==> src/rtl/branch_predictor_table_if.sv <==
// Fetch/execute-facing bundle of the branch predictor table: prediction
// request/response plus the training path returned from execute.
interface branch_predictor_table_if #(
  parameter int PC_BITS    = 32,
  parameter int INDEX_BITS = 6
) ();
  logic                  request;
  logic [PC_BITS-1:0]    req_pc;
  logic                  prediction;
  logic                  pred_valid;
  logic [INDEX_BITS-1:0] pred_index;
  logic                  result;
  logic [INDEX_BITS-1:0] res_index;
  logic                  taken;

  modport master (
    output request, req_pc, result, res_index, taken,
    input  prediction, pred_valid, pred_index
  );

  modport slave (
    input  request, req_pc, result, res_index, taken,
    output prediction, pred_valid, pred_index
  );
endinterface

==> src/rtl/branch_predictor_table.sv <==
// Table of saturating counters indexed by PC (optionally XORed with global
// history for gshare); predicts in one cycle, trained by resolved outcomes.
module branch_predictor_table #(
  parameter int PC_BITS    = 32,
  parameter int INDEX_BITS = 6,
  parameter int CTR_BITS   = 2,
  parameter int HIST_BITS  = 0,
  parameter int INIT_CTR   = 0
) (
  input  logic                    clk,
  input  logic                    reset,
  branch_predictor_table_if.slave bus
);
  localparam int DEPTH  = 1 << INDEX_BITS;
  localparam int HIST_W = (HIST_BITS > 0) ? HIST_BITS : 1;
  localparam logic [CTR_BITS-1:0] CTR_MAX  = {CTR_BITS{1'b1}};
  localparam logic [CTR_BITS-1:0] CTR_ZERO = {CTR_BITS{1'b0}};
  localparam logic [CTR_BITS-1:0] CTR_ONE  = CTR_BITS'(1);
  localparam logic [CTR_BITS-1:0] CTR_INIT = CTR_BITS'(INIT_CTR);

  logic [CTR_BITS-1:0]   table_r [DEPTH];
  logic [HIST_W-1:0]     ghr_r;
  logic [HIST_W-1:0]     ghr_next_s;
  logic [INDEX_BITS-1:0] ghr_ext_s;
  logic [INDEX_BITS-1:0] idx_s;
  logic [INDEX_BITS-1:0] pred_index_r;
  logic                  prediction_r;
  logic                  pred_valid_r;
  logic                  unused_pc_bits_s;

  // Saturating step: never wraps past either end of the counter range.
  function automatic logic [CTR_BITS-1:0] ctr_next(input logic [CTR_BITS-1:0] ctr,
                                                   input logic dir);
    logic [CTR_BITS-1:0] nxt;
    if (dir && (ctr != CTR_MAX)) begin
      nxt = ctr + CTR_ONE;
    end else if (!dir && (ctr != CTR_ZERO)) begin
      nxt = ctr - CTR_ONE;
    end else begin
      nxt = ctr;
    end
    return nxt;
  endfunction

  // Index formation and next history value.
  always_comb begin
    ghr_ext_s = {INDEX_BITS{1'b0}};
    ghr_ext_s[HIST_W-1:0] = ghr_r;
    idx_s = bus.req_pc[INDEX_BITS+1:2] ^ ghr_ext_s;
    if (HIST_BITS == 0) begin
      ghr_next_s = {HIST_W{1'b0}};
    end else begin
      ghr_next_s = HIST_W'({ghr_r, bus.taken});
    end
  end

  // PC bits outside the index field never influence the prediction.
  assign unused_pc_bits_s = ^{bus.req_pc[PC_BITS-1:INDEX_BITS+2], bus.req_pc[1:0]};

  // Prediction pipeline register; reads the table before any same-edge update.
  always_ff @(posedge clk) begin
    if (reset) begin
      prediction_r <= 1'b0;
      pred_valid_r <= 1'b0;
      pred_index_r <= {INDEX_BITS{1'b0}};
    end else if (bus.request) begin
      prediction_r <= table_r[idx_s][CTR_BITS-1];
      pred_valid_r <= 1'b1;
      pred_index_r <= idx_s;
    end else begin
      pred_valid_r <= 1'b0;
    end
  end

  // Counter training and non-speculative history update.
  always_ff @(posedge clk) begin
    if (reset) begin
      for (int i = 0; i < DEPTH; i++) begin
        table_r[i] <= CTR_INIT;
      end
      ghr_r <= {HIST_W{1'b0}};
    end else if (bus.result) begin
      table_r[bus.res_index] <= ctr_next(table_r[bus.res_index], bus.taken);
      ghr_r <= ghr_next_s;
    end else begin
      ghr_r <= ghr_r;
    end
  end

  assign bus.prediction = prediction_r;
  assign bus.pred_valid = pred_valid_r;
  assign bus.pred_index = pred_index_r;
endmodule

==> src/flat_wrapper.sv <==
// flat-port wrapper written by rule: the top's interface ports become plain ports
module branch_predictor_table_flat 
#(
  parameter int PC_BITS    = 32,
  parameter int INDEX_BITS = 6,
  parameter int CTR_BITS   = 2,
  parameter int HIST_BITS  = 0,
  parameter int INIT_CTR   = 0
)
  (clk, reset, bus_request, bus_req_pc, bus_result, bus_res_index, bus_taken, bus_prediction, bus_pred_valid, bus_pred_index);
  branch_predictor_table_if #(.PC_BITS(PC_BITS), .INDEX_BITS(INDEX_BITS)) bus_i ();
  input  logic clk;
  input  logic reset;
  input wire logic [$bits(bus_i.request)-1:0] bus_request;
  input wire logic [$bits(bus_i.req_pc)-1:0] bus_req_pc;
  input wire logic [$bits(bus_i.result)-1:0] bus_result;
  input wire logic [$bits(bus_i.res_index)-1:0] bus_res_index;
  input wire logic [$bits(bus_i.taken)-1:0] bus_taken;
  output wire logic [$bits(bus_i.prediction)-1:0] bus_prediction;
  output wire logic [$bits(bus_i.pred_valid)-1:0] bus_pred_valid;
  output wire logic [$bits(bus_i.pred_index)-1:0] bus_pred_index;
  assign bus_i.request = bus_request;
  assign bus_i.req_pc = bus_req_pc;
  assign bus_i.result = bus_result;
  assign bus_i.res_index = bus_res_index;
  assign bus_i.taken = bus_taken;
  assign bus_prediction = bus_i.prediction;
  assign bus_pred_valid = bus_i.pred_valid;
  assign bus_pred_index = bus_i.pred_index;
  branch_predictor_table #(.PC_BITS(PC_BITS), .INDEX_BITS(INDEX_BITS), .CTR_BITS(CTR_BITS), .HIST_BITS(HIST_BITS), .INIT_CTR(INIT_CTR)) u_core (.clk(clk), .reset(reset), .bus(bus_i));
endmodule
==> config.mk <==
export PLATFORM = sky130hd
export DESIGN_NAME = branch_predictor_table_flat
export DESIGN_NICKNAME = d
export VERILOG_FILES = /design/src/rtl/branch_predictor_table_if.sv /design/src/rtl/branch_predictor_table.sv /design/src/flat_wrapper.sv
export SDC_FILE = /design/constraint.sdc
export NUM_CORES = 1
export LEC_CHECK = 0
export ABC_AREA = 1
export CORE_MARGIN = 3
export CORE_UTILIZATION = 50
export DETAILED_ROUTE_END_ITERATION = 10
export GPL_TIMING_DRIVEN = 0
export PLACE_DENSITY = 0.69
export SYNTH_ARGS = -nofsm -noshare
export SYNTH_HDL_FRONTEND = slang
export SYNTH_SLANG_ARGS = --single-unit
export TNS_END_PERCENT = 30
==> constraint.sdc <==
create_clock -name clk -period 3.35 [get_ports clk]
set_input_delay 0.5025 -clock clk [delete_from_list [all_inputs] [get_ports clk]]
set_output_delay 0.5025 -clock clk [all_outputs]
set_load 0.03 [all_outputs]
Yosys cells after proc, flatten, opt, wreduce, memory -nomap -nowiden
Memory sizes are Yosys's and may differ from the RTL's. A register that Yosys moved wholly into a read port is not among the register bits. Cells that the tools add are included.

Muxes and demuxes: 13. Add/subtract/negate cells: 2. Reductions and logical operators: 5. Eq/ne operators: 1.

Operators with widths (count): $mux 2 (5); $mux 1 (7); $mux 6 (1); $add 2x1->2 const B (1); $logic_and 1x1->1 (2); $ne 2x2->1 const B (1); $reduce_bool 2->1 (1); $reduce_or 2->1 (1); $sub 2x1->2 const B (1); $logic_not 1->1 (1).

Bits of input ports: 43. Word-level logic and storage cells: 24. Output and inout port bits: 8. Bits in writable memories: 128. Memories kept: 1. Bits in registers: 7.

Memories: u_core.table_r (words 64, bits a word 2, read ports 2, clocked after memory_dff 1, write ports 64, RTL line branch_predictor_table.sv:21) `logic [CTR_BITS-1:0] table_r [DEPTH];`.

Depth between registers and ports, before layout
An unclocked memory read counts as a cell.

Depth after elaboration: 8. Depth in mapped cells: 23. Mapped depth without buffers: 19.

Worst setup path before layout
No wires, ideal clock.

Kind: input -> register. From: in bus_res_index[0]. To: mem u_core.table_r[35][0], data pin. Data arrival time: 2391 ps. Data required time: 3095 ps. Cell stages on the path: 20. Buffers on the path: 4. Path slack: 704 ps. Library setup time: 255 ps. Cell sequence: buf_2 > buf_4 > buf_2 > nand2_1 > a21oi_1 > o21ai_1 > nand2_1 > nand2_1 > nand2_1 > nor2_2 > nand2_1 > inv_1 > ha_1 > nor2_1 > nor2_1 > inv_1 > nand2_2 > nand2_4 > buf_4 > nor2_1.

RTL lines: from (decl) (RTL line flat_wrapper.sv:17) `input wire logic [$bits(bus_i.res_index)-1:0] bus_res_index;`; to (decl) (RTL line branch_predictor_table.sv:21).

==> results.cfg <==
[sta]
fmax_mhz = 311
tightest_slew_ns = 1.38
worst_slack_ns = 0.140
period_minus_slack_ns = 3.21
fin_skew_ns = 0.0102
rsz0062_at_grt = false
setup_viol = 0
fin_crit_sh_pct = 95.8
hold_viol = 0
whs_ns = 0.527
maxSlewHeadroom_pct = 6.96
drv_slew = 0

[clock_tree]
cts_sinks = 136
root_buffer = clkbuf_16
cts.clk_slew.worst_paths_ns = 0.06
cts_made_buffers = 17
htreeDepth = 4
clk_latency_ns = 0.43
clockBufferDepth = 2
cts_tree = yes

[global_routing]
antenna_found_initial = 0
first_global_vias = 6401
grt_pass1_wl_um = 37100
grt_usage_pct = 30.5
grt_max_degree = 17
overflow = 0

[pwr]
power_density_nw_per_um2 = 510
p_leak_nw = 3.92
worst_ir_drop_vdd_mv = 0.370
finalPower_mw = 4.51

[layout]
filler_cell_count = 1362
drive_gt1_share_pct = 8.68
areaGrowthSynthToFinish_pct = 14.3
num-nets-final = 1092
antennaDiodeCount = 0
stdcell_area_um2 = 8830

[logic_synthesis]
ys_ff_latch = 136
synth_flop_cell = edfxtp_1
synth_common_cells = nand2_1, nor2_1, edfxtp_1
synth_edf_count = 128
syn-num-nets = 1049
syn_avg_cell_area_um2 = 7.70
synth.distinct_cells = 26
synth_most_common_cell = nand2_1
yosysWarnings = 0
yosysTopAreaCellShare_pct = 49.7
synthCells = 1004
ys_seq_area_share_pct = 51.8
yosys-top-cells-area = edfxtp_1, nand2_1, nor2_1
async_reset_ff_share_pct = 0
yosysTopAreaCell = edfxtp_1
synth_area_um2 = 7730

[floorplan]
initial_utilization_pct = 52.2
num_io_pins = 51
core_area_um2 = 14800
dieArea_um2 = 17000
die_w_um = 130
chipHeight_um = 130
row_count = 44

[setup_path]
crit_top_cell = nor2_1
crit_chain = clkdlybuf4s50_1 -> nand2_2 -> clkinvlp_4 -> nand3_1 -> nand2_1 -> o21ai_1 -> nand2_1 -> nor2_1 -> nand2_1 -> inv_1 -> ha_1 -> nor2_1 -> nor2_1 -> nand3_1 -> nand2_8 -> buf_4 -> nor2_1
critPathMaxStageDelay_ns = 0.52
worst_setup_path_end_kind = flop
path_max_fanout = 10
critPathKind = in -> reg
worstPathArrival_ns = 3.39
cp_slowest_cell = clkdlybuf4s50_1
start_kind = input port
cp.required_ns = 3.53

[placed_design]
dp_hpwl_um = 16800
portBuffers = 17
gp_congestion = 0.989
place_area_um2 = 8170
place_ws_ns = -0.543

[drt]
post_drt_wl_per_cell_um = 20.0
drt_iter0_markers = 1157
routed_via_density = 5.74
final_antenna_net_count = 0
remaining_drc_errors = 0
dr.pass1.iters = 6
wirelength_um = 24900
num_vias = 7146

[job]
max-cap-violations = 0

[status]
outcome = complete, no violations

[min_path]
hold_path.class = reg -> reg
## worst paths after layout
check	startpoint	endpoint	slack, ns	cells past startpoint
worst max-delay path	bus_res_index[2]	u_core.table_r[15][0]$_SDFFCE_PN0P_	0.14	17
worst min register to register	u_core.bus.pred_index[2]$_SDFFE_PP0P_	u_core.bus.pred_index[2]$_SDFFE_PP0P_	0.53	2
worst max register to register	u_core.table_r[19][0]$_SDFFCE_PN0P_	u_core.table_r[15][0]$_SDFFCE_PN0P_	0.64	18
worst min-delay path	u_core.bus.pred_index[2]$_SDFFE_PP0P_	u_core.bus.pred_index[2]$_SDFFE_PP0P_	0.53	2
## state kept, by name (all words and copies together), names as in the netlist
register and flops:
u_core.bus.pred_index 6, u_core.bus.pred_valid 1, u_core.table_r 128, u_core.bus.prediction 1
## critical path: cells and delay by family
family | cells | cell delay (ns)
AND/OR/NAND/NOR | 11 | 1.39
buffers and inverters | 4 | 1.09
AO/OA/AOI/OAI | 1 | 0.25
adder cells (fa/ha/maj) | 1 | 0.13
## timing repair
item	4_1_cts	5_1_grt
cloned	0	1
pin swaps	0	3
setup endpoints to repair	60	124
hold buffers	0	0
gates resized for setup	3	13
buffers inserted	0	2
## layout by cell type (no fill, tap or decap), drive strengths merged
cell	instances
nand2	421
nor2	147
edfxtp	128
inv	79
nand3	73
clkbuf	42
buf	40
o21ai	35
a21oi	29
clkdlybuf4s50	16
nor3	14
clkinv	10
dfxtp	8
nor4	5
or2	4
bufinv	3
clkinvlp	2
ha	2
o211ai	1
dlymetal6s2s	1
## layer usage
metal  wire, um  vias to the layer above  global-route usage (%)
met5          0                        -                       0
met4       1130                        0                    14.2
met3       3220                       86                    7.04
met2      10900                      513                    46.1
met1       9650                     3247                    41.8
li1           -                     3300                       -
## through the flow
stage / cells / setup TNS [ns] / util [%]
6_report: 1244 / 0 / 59.6
5_1_grt: 1244 / 0 / 59.6
4_1_cts: 1240 / 0 / 59.1
3_5_place_dp: 1208 / -65.17 / 55.2
3_3_place_gp: 1205 / -81.26 / 54.9
2_1_floorplan: 1004 / 0 / -
## cell type report
type / count / area [um2] / share of cell area [%]
flip-flops and latches: 136 / 4000 / 45.3
multi-input cells: 731 / 3110 / 35.2
clock buffers: 20 / 437 / 4.94
plain buffers: 56 / 378 / 4.28
inverters: 82 / 312 / 3.53
repair buffers: 23 / 234 / 2.65
well taps: 184 / 230 / 2.61
clock inverters: 12 / 133 / 1.50
## power by group
part	switching (mW)	internal, mW
registers	0.0271	1.92
clock network	0.685	1.15
logic	0.508	0.216
total	1.22	3.29
## cells by family after synthesis
family,Yosys count,synth area share (%)
AO/OA/AOI/OAI,65,4.24
AND/OR/NAND/NOR,663,35.0
adder cells (fa/ha/maj),2,0.324
flip-flops,136,51.8
buffers and inverters,138,8.66
(Power assumes the default switching activity.)
